File: src/rtl/network_div_div_27s_11ns_16_seq.sv
// ============================================================================
// network_div_div_27s_11ns_16_seq
//
// Sequential restoring divider. It undoes the network's 16s x 11ns -> 27-bit
// scaling multiply on the requantise path between the accumulator and the
// activation stream.
//
// The dividend is signed. The divisor is unsigned. The quotient is truncated
// toward zero and saturated to 16-bit signed. The remainder carries the
// dividend's sign. One quotient bit is produced per clock, MSB first.
//
// Ports
//   ap_clk     in   1            clock, rising edge
//   ap_rst     in   1            synchronous active-high reset
//   in_valid   in   1            operands valid
//   in_ready   out  1            block can accept operands (high only in IDLE)
//   din0       in   DIVIDEND_W   dividend, signed
//   din1       in   DIVISOR_W    divisor, unsigned
//   out_valid  out  1            result valid (high only in DONE)
//   out_ready  in   1            consumer accepts result
//   dout       out  QUOT_W       quotient, signed, saturating
//   rem        out  REM_W        remainder, signed
//   ovf        out  1            quotient was saturated
//   div0       out  1            divisor was zero
// ============================================================================
`default_nettype none

module network_div_div_27s_11ns_16_seq #(
    parameter int DIVIDEND_W = 27,
    parameter int DIVISOR_W  = 11,
    parameter int QUOT_W     = 16,
    parameter int REM_W      = DIVISOR_W + 1
) (
    input  logic                  ap_clk,
    input  logic                  ap_rst,
    input  logic                  in_valid,
    output logic                  in_ready,
    input  logic [DIVIDEND_W-1:0] din0,
    input  logic [DIVISOR_W-1:0]  din1,
    output logic                  out_valid,
    input  logic                  out_ready,
    output logic [QUOT_W-1:0]     dout,
    output logic [REM_W-1:0]      rem,
    output logic                  ovf,
    output logic                  div0
);

    localparam int CNT_W = $clog2(DIVIDEND_W);
    localparam logic [CNT_W-1:0] CNT_INIT = CNT_W'(DIVIDEND_W - 1);

    // Magnitude limits for the signed quotient: +32767 and 32768 (for -32768).
    localparam logic [DIVIDEND_W-1:0] POS_LIM = DIVIDEND_W'((2 ** (QUOT_W - 1)) - 1);
    localparam logic [DIVIDEND_W-1:0] NEG_LIM = DIVIDEND_W'(2 ** (QUOT_W - 1));
    localparam logic [QUOT_W-1:0]     Q_MAX   = {1'b0, {(QUOT_W - 1){1'b1}}};
    localparam logic [QUOT_W-1:0]     Q_MIN   = {1'b1, {(QUOT_W - 1){1'b0}}};

    typedef enum logic [1:0] {
        IDLE = 2'd0,
        CALC = 2'd1,
        DONE = 2'd2
    } state_t;

    state_t                 state_reg,  state_next;
    logic                   neg_reg,    neg_next;
    // Shared shift register: dividend bits leave at the top and quotient
    // bits enter at the bottom. After DIVIDEND_W steps it holds |quotient|.
    logic [DIVIDEND_W-1:0]  mag_reg,    mag_next;
    logic [DIVISOR_W-1:0]   dvs_reg,    dvs_next;
    // The partial remainder is always below the divisor, so DIVISOR_W bits
    // are enough to hold it between steps.
    logic [DIVISOR_W-1:0]   r_reg,      r_next;
    logic [CNT_W-1:0]       count_reg,  count_next;
    logic [QUOT_W-1:0]      dout_reg,   dout_next;
    logic [REM_W-1:0]       rem_reg,    rem_next;
    logic                   ovf_reg,    ovf_next;
    logic                   div0_reg,   div0_next;

    // One restoring step, computed from the current registers.
    logic [DIVISOR_W:0]     r_shift;
    logic [DIVISOR_W-1:0]   r_sub;
    logic                   q_bit;
    logic [DIVISOR_W-1:0]   r_step;
    logic [DIVIDEND_W-1:0]  q_step;
    logic [REM_W-1:0]       r_ext;

    always_comb begin
        r_shift = {r_reg, mag_reg[DIVIDEND_W-1]};
        q_bit   = (r_shift >= {1'b0, dvs_reg});
        // Modulo subtraction is exact here because the result is below the
        // divisor whenever it is used.
        r_sub   = r_shift[DIVISOR_W-1:0] - dvs_reg;
        r_step  = q_bit ? r_sub : r_shift[DIVISOR_W-1:0];
        q_step  = {mag_reg[DIVIDEND_W-2:0], q_bit};
        r_ext   = {1'b0, r_step};
    end

    always_comb begin
        state_next = state_reg;
        neg_next   = neg_reg;
        mag_next   = mag_reg;
        dvs_next   = dvs_reg;
        r_next     = r_reg;
        count_next = count_reg;
        dout_next  = dout_reg;
        rem_next   = rem_reg;
        ovf_next   = ovf_reg;
        div0_next  = div0_reg;

        unique case (state_reg)
            IDLE: begin
                if (in_valid) begin
                    neg_next = din0[DIVIDEND_W-1];
                    // The two's-complement negate of -2^(W-1) gives the same
                    // bit pattern. Read as unsigned, that is exactly 2^(W-1).
                    mag_next = din0[DIVIDEND_W-1] ? (~din0 + 1'b1) : din0;
                    dvs_next = din1;
                    if (din1 == '0) begin
                        // Skip the iteration entirely. The result is ready
                        // one cycle after the operands are accepted.
                        dout_next  = din0[DIVIDEND_W-1] ? Q_MIN : Q_MAX;
                        rem_next   = '0;
                        ovf_next   = 1'b0;
                        div0_next  = 1'b1;
                        state_next = DONE;
                    end else begin
                        r_next     = '0;
                        count_next = CNT_INIT;
                        state_next = CALC;
                    end
                end
            end

            CALC: begin
                r_next     = r_step;
                mag_next   = q_step;
                count_next = count_reg - 1'b1;
                if (count_reg == '0) begin
                    div0_next = 1'b0;
                    if (!neg_reg) begin
                        if (q_step > POS_LIM) begin
                            dout_next = Q_MAX;
                            ovf_next  = 1'b1;
                        end else begin
                            dout_next = q_step[QUOT_W-1:0];
                            ovf_next  = 1'b0;
                        end
                        rem_next = r_ext;
                    end else begin
                        if (q_step > NEG_LIM) begin
                            dout_next = Q_MIN;
                            ovf_next  = 1'b1;
                        end else begin
                            // A magnitude of exactly 32768 negates to -32768.
                            dout_next = ~q_step[QUOT_W-1:0] + 1'b1;
                            ovf_next  = 1'b0;
                        end
                        rem_next = ~r_ext + 1'b1;
                    end
                    state_next = DONE;
                end
            end

            DONE: begin
                if (out_ready) begin
                    state_next = IDLE;
                end
            end

            default: begin
                state_next = IDLE;
            end
        endcase
    end

    always_ff @(posedge ap_clk) begin
        if (ap_rst) begin
            state_reg <= IDLE;
            neg_reg   <= 1'b0;
            mag_reg   <= '0;
            dvs_reg   <= '0;
            r_reg     <= '0;
            count_reg <= '0;
            dout_reg  <= '0;
            rem_reg   <= '0;
            ovf_reg   <= 1'b0;
            div0_reg  <= 1'b0;
        end else begin
            state_reg <= state_next;
            neg_reg   <= neg_next;
            mag_reg   <= mag_next;
            dvs_reg   <= dvs_next;
            r_reg     <= r_next;
            count_reg <= count_next;
            dout_reg  <= dout_next;
            rem_reg   <= rem_next;
            ovf_reg   <= ovf_next;
            div0_reg  <= div0_next;
        end
    end

    assign in_ready  = (state_reg == IDLE);
    assign out_valid = (state_reg == DONE);
    assign dout      = dout_reg;
    assign rem       = rem_reg;
    assign ovf       = ovf_reg;
    assign div0      = div0_reg;

endmodule

`default_nettype wire

File: config.mk
export PLATFORM = sky130hd
export DESIGN_NAME = network_div_div_27s_11ns_16_seq
export DESIGN_NICKNAME = d
export VERILOG_FILES = /design/src/rtl/network_div_div_27s_11ns_16_seq.sv
export SDC_FILE = /design/constraint.sdc
export NUM_CORES = 1
export LEC_CHECK = 0
export ABC_AREA = 1
export CORE_MARGIN = 5
export CORE_UTILIZATION = 65
export CTS_CLUSTER_DIAMETER = 50
export DETAILED_ROUTE_END_ITERATION = 10
export DONT_BUFFER_PORTS = 1
export GPL_TIMING_DRIVEN = 0
export HOLD_SLACK_MARGIN = 0.03
export PLACE_DENSITY = 0.87
export SLEW_MARGIN = 20
export SYNTH_ARGS = -nofsm -noshare
export SYNTH_HDL_FRONTEND = slang
export SYNTH_SLANG_ARGS = --single-unit
File: constraint.sdc
create_clock -name ap_clk -period 7.02 [get_ports ap_clk]
set_clock_uncertainty 0.1 [all_clocks]
set_input_delay 0.351 -clock ap_clk [delete_from_list [all_inputs] [get_ports ap_clk]]
set_output_delay 0.351 -clock ap_clk [all_outputs]
set_load 0.02 [all_outputs]
==> results.sh, run 1 <==
export IMPL_tightest_slew_ns=0.666
export IMPL_status="complete, no violations"
export IMPL_antenna_cells=0
export IMPL_layout_min_cycle_time_ns=3.73
export IMPL_grt_overflow_total=0
export IMPL_largest_register_ffs=27
export IMPL_powerDensity_nw_per_um2=344
export IMPL_fin_cells=1022
export IMPL_ant_nets=0
export IMPL_nets=969
export IMPL_cts_tree="done"
export IMPL_wl_per_cell_um=16.1
export IMPL_synth_edff_count=0
export IMPL_p_leak_nw=2.58
export IMPL_finalSetupTns_ns=0
export IMPL_cts_resized=0
export IMPL_htree_levels=3
export IMPL_synth_cell_types=49
export IMPL_die_h_um=104
export IMPL_clock_latency_ns=0.37
export IMPL_ir_drop_mv=0.179
export IMPL_synth_area_sq_um=5770
export IMPL_final_max_slew_viol_count=0
export IMPL_relSlewSlack=0.556
export IMPL_hpwl_um=12700
export IMPL_dieArea_sq_um=10900
export IMPL_final_core_util=0.707
export IMPL_drt_first_pass_iters=8
export IMPL_worst_slack_ns=3.29
export IMPL_avgSynthCellArea_sq_um=6.43
export IMPL_drive_gt1_frac=0.0777
export IMPL_fill_cells=760
export IMPL_grt_pass1_wl_um=27100
export IMPL_die_w_um=104
export IMPL_grt_pass1_vias=5884
export IMPL_route_detailed_drc=0
export IMPL_crit_top_cell="inv_1"
export IMPL_grt_max_degree=17
export IMPL_syn_inst=897
export IMPL_ys_seq_area_frac=0.302
export IMPL_fp_row_count=34
export IMPL_coreArea_sq_um=8680
export IMPL_synth_largest_area_cell="dfxtp_1"
export IMPL_area_delta_synth_final_pct=6.40
export IMPL_r2r_slack_ns=3.29
export IMPL_endpoint_kind="flop"
export IMPL_fmax_mhz=268
export IMPL_start_kind="flop"
export IMPL_cts_root_buf="clkbuf_8"
export IMPL_synth_top_area_frac=0.302
export IMPL_path_buf_inv=5
export IMPL_cts_sinks=87
export IMPL_grt_use_total=0.296
export IMPL_antenna_found_initial=0
export IMPL_cts_buffers=9
export IMPL_period_share=0.531
export IMPL_cpMaxStageDelayCell="dfxtp_1"
export IMPL_drtIter0Drc=578
export IMPL_dp_worst_setup_slack_ns=3.45
export IMPL_hold_path_class="input port to flop"
export IMPL_crit_arrival_ns=3.93
export IMPL_place_congestion=0.950
export IMPL_cap_violations=0
export IMPL_finalSetupViolCount=0
export IMPL_cp_data_required_time_ns=7.22
export IMPL_start_util=0.665
export IMPL_ys_ff_latch=87
export IMPL_crit_family="simple AND/OR/NAND/NOR gates"
export IMPL_dr_total_vias=6173
export IMPL_layout_common_cells="240 x nand2_1, 96 x inv_1, 87 x dfxtp_1, 79 x a21oi_1, 61 x nor2_1"
export IMPL_totalWireLength_um=16500
export IMPL_synthArstFlopShare=0
export IMPL_viasPerCell=6.04
export IMPL_placedCellCount=1005
export IMPL_synthTopCellsByArea="dfxtp_1 30%, nand2_1 16%, a21oi_1 6.9%"
export IMPL_rsz0062_at_grt="false"
export IMPL_max_stage_delay_ns=0.35
export IMPL_setup_worst_path_class="flop to flop"
export IMPL_ios=74
export IMPL_ys_dominant_reg_cell="dfxtp_1"
export IMPL_clockBufferDepth=2
export IMPL_syn_num_nets=957
export IMPL_whs_ns=0.0570
export IMPL_numPortBuffers=0
export IMPL_report_final_hold_viol_count=0
export IMPL_cts_clk_slew_worst_paths_ns=0.10
export IMPL_path_cells="inv_1 -> ha_1 -> fa_1 -> inv_1 -> nand3_1 -> nand3_2 -> nand2_4 -> nand3_4 -> inv_2 -> ha_1 -> inv_1 -> nor2_1 -> nand4_1 -> nor3_1 -> o21ai_1 -> nor2_4 -> inv_2 -> a21oi_1 -> o21ai_0 -> o21ai_1 -> nand2_1 -> a21oi_1"
export IMPL_final_common_cell="nand2_1"
export IMPL_yosysWarnings=0
export IMPL_cp_max_fo=10
[worst register-to-register path, delay by kind of cell (launching register included)]
kind | cells | cell delay (ns)
and+or+nand+nor | 9 | 1.43
AOI/OAI and AO/OA | 5 | 0.64
adders and majority gates | 3 | 0.62
buffers and inverters | 5 | 0.54
DFF | 1 | 0.35
[area by class of cell]
type,instances,area (sq um),share of cell area
Clock inverter,7,100,0.0163
Multi-Input combinational cell,663,3430,0.559
Timing Repair Buffer,1,10.0,0.00163
Sequential cell,87,1740,0.284
Inverter,109,409,0.0667
Tap cell,108,135,0.0220
Clock buffer,9,124,0.0202
Buffer,38,188,0.0306
[logic make-up after synthesis]
kind of cell | after synthesis | synth area share
buffers and inverters | 147 | 0.103
flip-flops | 87 | 0.302
AO/OA/AOI/OAI | 197 | 0.193
XOR/XNOR | 20 | 0.0304
adder cells (fa/ha/maj) | 18 | 0.0403
AND/OR/NAND/NOR | 428 | 0.331
[stage by stage]
step | power [W] | cell area, sq um
4_1_cts | 0.00209 | 6140
3_5_place_dp | 0.00168 | 5900
6_report | 0.00211 | 6140
2_1_floorplan | 0.00146 | 5770
3_3_place_gp | 0.00165 | 5900
5_1_grt | 0.00227 | 6140
[report_power, final]
group | internal, W | leakage, nW | switching (W)
clock network | 0.000205 | 0.115 | 0.000197
registers | 0.000553 | 0.712 | 0.0000715
logic | 0.000359 | 1.76 | 0.000726
[routing by layer]
layer	wire (um)	share of wire	global-route usage
met5	0	0	0
met2	8120	0.49	0.510
met1	6390	0.39	0.359
met4	589	0.036	0.136
met3	1350	0.082	0.0503
[cells in the mapped netlist, types with 7 or more instances]
cell type,number
nor3_1,18
xor2_1,13
inv_1,96
nor4_1,7
xnor2_1,7
nand4_1,11
nand3_1,53
a31oi_1,24
inv_2,10
o211ai_1,8
nand2_1,240
o21ai_0,55
nand3_2,8
nor2_1,61
clkbuf_1,23
ha_1,17
dfxtp_1,87
a21oi_1,79
[worst paths after layout]
| kind | start | endpoint | cells after the start |
|---|---|---|---|
| worst max-delay path | mag_reg[26]$_SDFFE_PP0P_ | dout[7]$_SDFFE_PP0P_ | 22 |
| worst min-delay path | out_ready | state_reg[1]$_SDFFE_PP0P_ | 3 |
| worst max register to register | mag_reg[26]$_SDFFE_PP0P_ | dout[7]$_SDFFE_PP0P_ | 22 |
| worst min register to register | dvs_reg[5]$_SDFFE_PP0P_ | dvs_reg[5]$_SDFFE_PP0P_ | 2 |
[timing repair]
| item | 4_1_cts | 5_1_grt |
|---|---|---|
| endpoints found under the hold margin | 1 | 0 |
| endpoints found under the setup margin | 0 | 0 |
| hold buffers | 1 | 0 |
| setup buffers | 0 | 0 |
No activity file was read; power rests on OpenSTA's default activity.
==> inputs of run 2 (changes only) <==
--- a/config.mk
+++ b/config.mk
@@ -5,15 +5,15 @@
 export SDC_FILE = /design/constraint.sdc
 export NUM_CORES = 1
 export LEC_CHECK = 0
-export ABC_AREA = 1
+export ABC_AREA = 0
 export CORE_MARGIN = 5
-export CORE_UTILIZATION = 65
+export CORE_UTILIZATION = 58
 export CTS_CLUSTER_DIAMETER = 50
 export DETAILED_ROUTE_END_ITERATION = 10
 export DONT_BUFFER_PORTS = 1
 export GPL_TIMING_DRIVEN = 0
 export HOLD_SLACK_MARGIN = 0.03
-export PLACE_DENSITY = 0.87
+export PLACE_DENSITY = 0.82
 export SLEW_MARGIN = 20
 export SYNTH_ARGS = -nofsm -noshare
 export SYNTH_HDL_FRONTEND = slang
==> constraint.sdc (replaced) <==
create_clock -name ap_clk -period 3.2 [get_ports ap_clk]
set_clock_uncertainty 0.1 [all_clocks]
set_input_delay 0.16 -clock ap_clk [delete_from_list [all_inputs] [get_ports ap_clk]]
set_output_delay 0.16 -clock ap_clk [all_outputs]
set_load 0.02 [all_outputs]
==> run 2 against run 1 <==
Net effect:
- the run now ends with negative setup slack left
- setup slack worse by 3.6 ns
- fmax grew 7.6%
- clock power grew 100%
- first-iteration DRC count rose by 6.9%
- final cell count decreased by 17%
- core utilization up 5.8 points
- sequential share of layout area shrank 2.0 points
- final area grew 8.7%
- combinational power grew to 3.0 times the previous value
- synthesized area decreased by 10%
- synthesized cell count down 27%
- largest cell class unchanged
- highest routed layer unchanged
==> results.sh, run 2 <==
export IMPL_status="finished with violations"
export IMPL_violations="negative setup slack"
export IMPL_dr_total_vias=5696
export IMPL_grt_pass1_wl_um=25700
export IMPL_synth_common_cells="87 x dfxtp_1, 82 x nor2_1, 65 x nand2_1"
export IMPL_place_congestion=0.945
export IMPL_wl_met2_um=7850
export IMPL_top_layer_used="met4"
export IMPL_wl_per_cell_um=20.3
export IMPL_dieArea_sq_um=10900
export IMPL_numPortBuffers=0
export IMPL_fmax_mhz=289
export IMPL_drive_gt1_frac=0.176
export IMPL_ys_seq_area_frac=0.336
export IMPL_powerDensity_nw_per_um2=809
export IMPL_fill_cells=535
export IMPL_synth_largest_area_cell="dfxtp_1"
export IMPL_route_detailed_drc=0
export IMPL_nets=793
export IMPL_avgSynthCellArea_sq_um=7.96
export IMPL_final_max_slew_viol_count=0
export IMPL_path_buf_inv=2
export IMPL_final_common_cell="nor2_1"
export IMPL_ff2ff_path_depth=16
export IMPL_grt_overflow_total=0
export IMPL_synthTopCellsByArea="dfxtp_1 34%, nor2_1 5.9%, xnor2_1 4.9%"
export IMPL_ir_drop_mv=0.391
export IMPL_cts_buffers=9
export IMPL_cts_clk_slew_worst_paths_ns=0.08
export IMPL_path_depth=16
export IMPL_grt_use_total=0.282
export IMPL_report_final_hold_viol_count=0
export IMPL_tightest_slew_ns=1.03
export IMPL_cp_data_required_time_ns=3.35
export IMPL_ys_dominant_reg_cell="dfxtp_1"
export IMPL_cts_tree="done"
export IMPL_syn_inst=651
export IMPL_totalWireLength_um=17200
export IMPL_wl_met3_um=1940
export IMPL_cpMaxStageDelayCell="dfxtp_4"
export IMPL_yosysMostFrequentCell="dfxtp_1"
export IMPL_layout_common_cells="81 x nor2_1, 78 x dfxtp_1, 63 x nand2_1, 36 x dlygate4sd3_1, 35 x a21oi_1"
export IMPL_r2r_start="r_reg[4]$_SDFFE_PP0P_"
export IMPL_cts_root_buf="clkbuf_8"
export IMPL_crit_family="compound AO/OA/AOI/OAI gates"
export IMPL_viasPerCell=6.73
export IMPL_largest_register_ffs=27
export IMPL_layout_min_cycle_time_ns=3.47
export IMPL_antenna_cells=0
export IMPL_p_total_w=0.00539
export IMPL_crit_path_end="dout[5]$_SDFFE_PP0P_"
export IMPL_endpoint_kind="flop"
export IMPL_syn_num_nets=711
export IMPL_cts_sinks=87
export IMPL_r2r_end="dout[5]$_SDFFE_PP0P_"
export IMPL_path_cells="ha_4 -> a21o_1 -> a31oi_1 -> o221a_2 -> nand2_4 -> inv_4 -> ha_4 -> nand2b_4 -> and4bb_2 -> nand3b_1 -> a21o_1 -> a311o_1 -> a21oi_4 -> buf_8 -> o311ai_4 -> a22o_1"
export IMPL_ys_ff_latch=87
export IMPL_coreArea_sq_um=8720
export IMPL_die_h_um=104
export IMPL_synthArstFlopShare=0
export IMPL_ios=74
export IMPL_synth_edff_count=0
export IMPL_drtIter0Drc=618
export IMPL_clockBufferDepth=2
export IMPL_synth_area_sq_um=5180
export IMPL_synth_cell_types=59
export IMPL_relSlewSlack=0.306
export IMPL_clock_latency_ns=0.36
export IMPL_r2r_slack_ns=-0.27
export IMPL_wirelength_met1_um=6620
export IMPL_ant_nets=0
export IMPL_hold_path_class="input port to flop"
export IMPL_rsz0062_at_grt="true"
export IMPL_whs_ns=0.0277
export IMPL_cap_violations=0
export IMPL_cp_max_fo=5
export IMPL_grt_max_degree=16
export IMPL_start_kind="flop"
export IMPL_hpwl_um=10700
export IMPL_drt_first_pass_iters=7
export IMPL_finalSetupViolCount=17
export IMPL_setup_worst_path_class="flop to flop"
export IMPL_start_util=0.594
export IMPL_yosysWarnings=0
export IMPL_die_w_um=104
export IMPL_crit_start="r_reg[4]$_SDFFE_PP0P_"
export IMPL_finalSetupTns_ns=-3.64
export IMPL_grt_pass1_vias=5239
export IMPL_fp_row_count=34
export IMPL_area_delta_synth_final_pct=28.8
export IMPL_htree_levels=3
export IMPL_crit_arrival_ns=3.62
export IMPL_worst_slack_ns=-0.266
export IMPL_antenna_found_initial=0
export IMPL_period_share=1.08
export IMPL_max_stage_delay_ns=0.37
export IMPL_synth_top_area_frac=0.336
export IMPL_p_leak_nw=2.44
run 2: changes by cell type in the layout (fill, tap and decap cells not counted), sizes merged, moves of 25 or more:
cell / delta
nand3: -52
nand2: -183
a222oi: +25
inv: -75
dlygate4sd3: +35
a21oi: -43
buf: +28
run 2: cell families after synthesis:
family          count (synthesis)  synth area share
buf+inv                        77            0.0563
fa+ha+maj                      18            0.0449
flops                          87             0.336
mux                             8            0.0155
xor+xnor                       44            0.0744
compound gates                188             0.263
simple gates                  229             0.209
run 2: timing repair:
item / 4_1_cts / 5_1_grt
buffers inserted: 18 / 16
hold endpoints to repair: 34 / 0
endpoints found under the setup margin: 24 / 26
resized for setup: 34 / 42
pin swaps: 17 / 22
hold buffers: 36 / 0
gates cloned: 1 / 2
run 2: cell type report:
type,instances,area [sq um],area share
timing repair buffer,73,686,0.103
tap,108,135,0.0203
inverter,33,126,0.0189
buffer,42,208,0.0311
multi-input combinational,487,3550,0.532
clock buffer,10,138,0.0206
sequential,87,1760,0.264
clock inverter,6,67.6,0.0101
run 2: routing by layer:
layer,up-vias,track usage
li1,2547,-
met1,2640,0.358
met2,423,0.448
met3,86,0.0689
met4,0,0.135
met5,-,0
run 2: metrics by stage:
step / setup WS, ns / utilization / std cells / instance area, sq um
after floorplan: -0.199 / - / 651 / 5350
after global placement: -0.604 / 0.628 / 759 / 5480
after detailed placement: -0.671 / 0.628 / 759 / 5480
after CTS: -0.354 / 0.724 / 829 / 6320
after global routing: -0.389 / 0.765 / 846 / 6670
final: -0.266 / 0.765 / 846 / 6670
run 2: worst reg2reg max path, stage by stage, from the launching register on:
cell      delay, ns
dfxtp_4        0.37
ha_4           0.24
a21o_1         0.19
a31oi_1        0.19
o221a_2        0.26
nand2_4        0.07
inv_4          0.08
ha_4           0.15
nand2b_4       0.06
and4bb_2       0.31
nand3b_1       0.09
a21o_1         0.20
a311o_1        0.34
a21oi_4        0.25
buf_8          0.17
o311ai_4       0.09
a22o_1         0.20
run 2: worst min path at each step:
| stage | startpoint | end | slack (ns) | cells past startpoint |
|---|---|---|---|---|
| 2_1_floorplan | din1[5] | dvs_reg[5]$_SDFFE_PP0P_ | 0.19 | 2 |
| 3_3_place_gp | din1[7] | dvs_reg[7]$_SDFFE_PP0P_ | 0.20 | 2 |
| 3_5_place_dp | din1[7] | dvs_reg[7]$_SDFFE_PP0P_ | 0.20 | 2 |
| 4_1_cts | din0[17] | mag_reg[17]$_SDFFE_PP0P_ | 0.03 | 3 |
| 5_1_grt | din0[17] | mag_reg[17]$_SDFFE_PP0P_ | 0.07 | 3 |
| 6_report | din0[17] | mag_reg[17]$_SDFFE_PP0P_ | 0.03 | 3 |
run 2: report_power, final:
part	switching [W]	leakage (nW)	internal (W)	total (W)
combinational	0.00180	1.62	0.00141	0.00321
sequential	0.000170	0.715	0.00120	0.00137
clock	0.000421	0.0993	0.000387	0.000807
total	0.00239	2.44	0.00300	0.00539
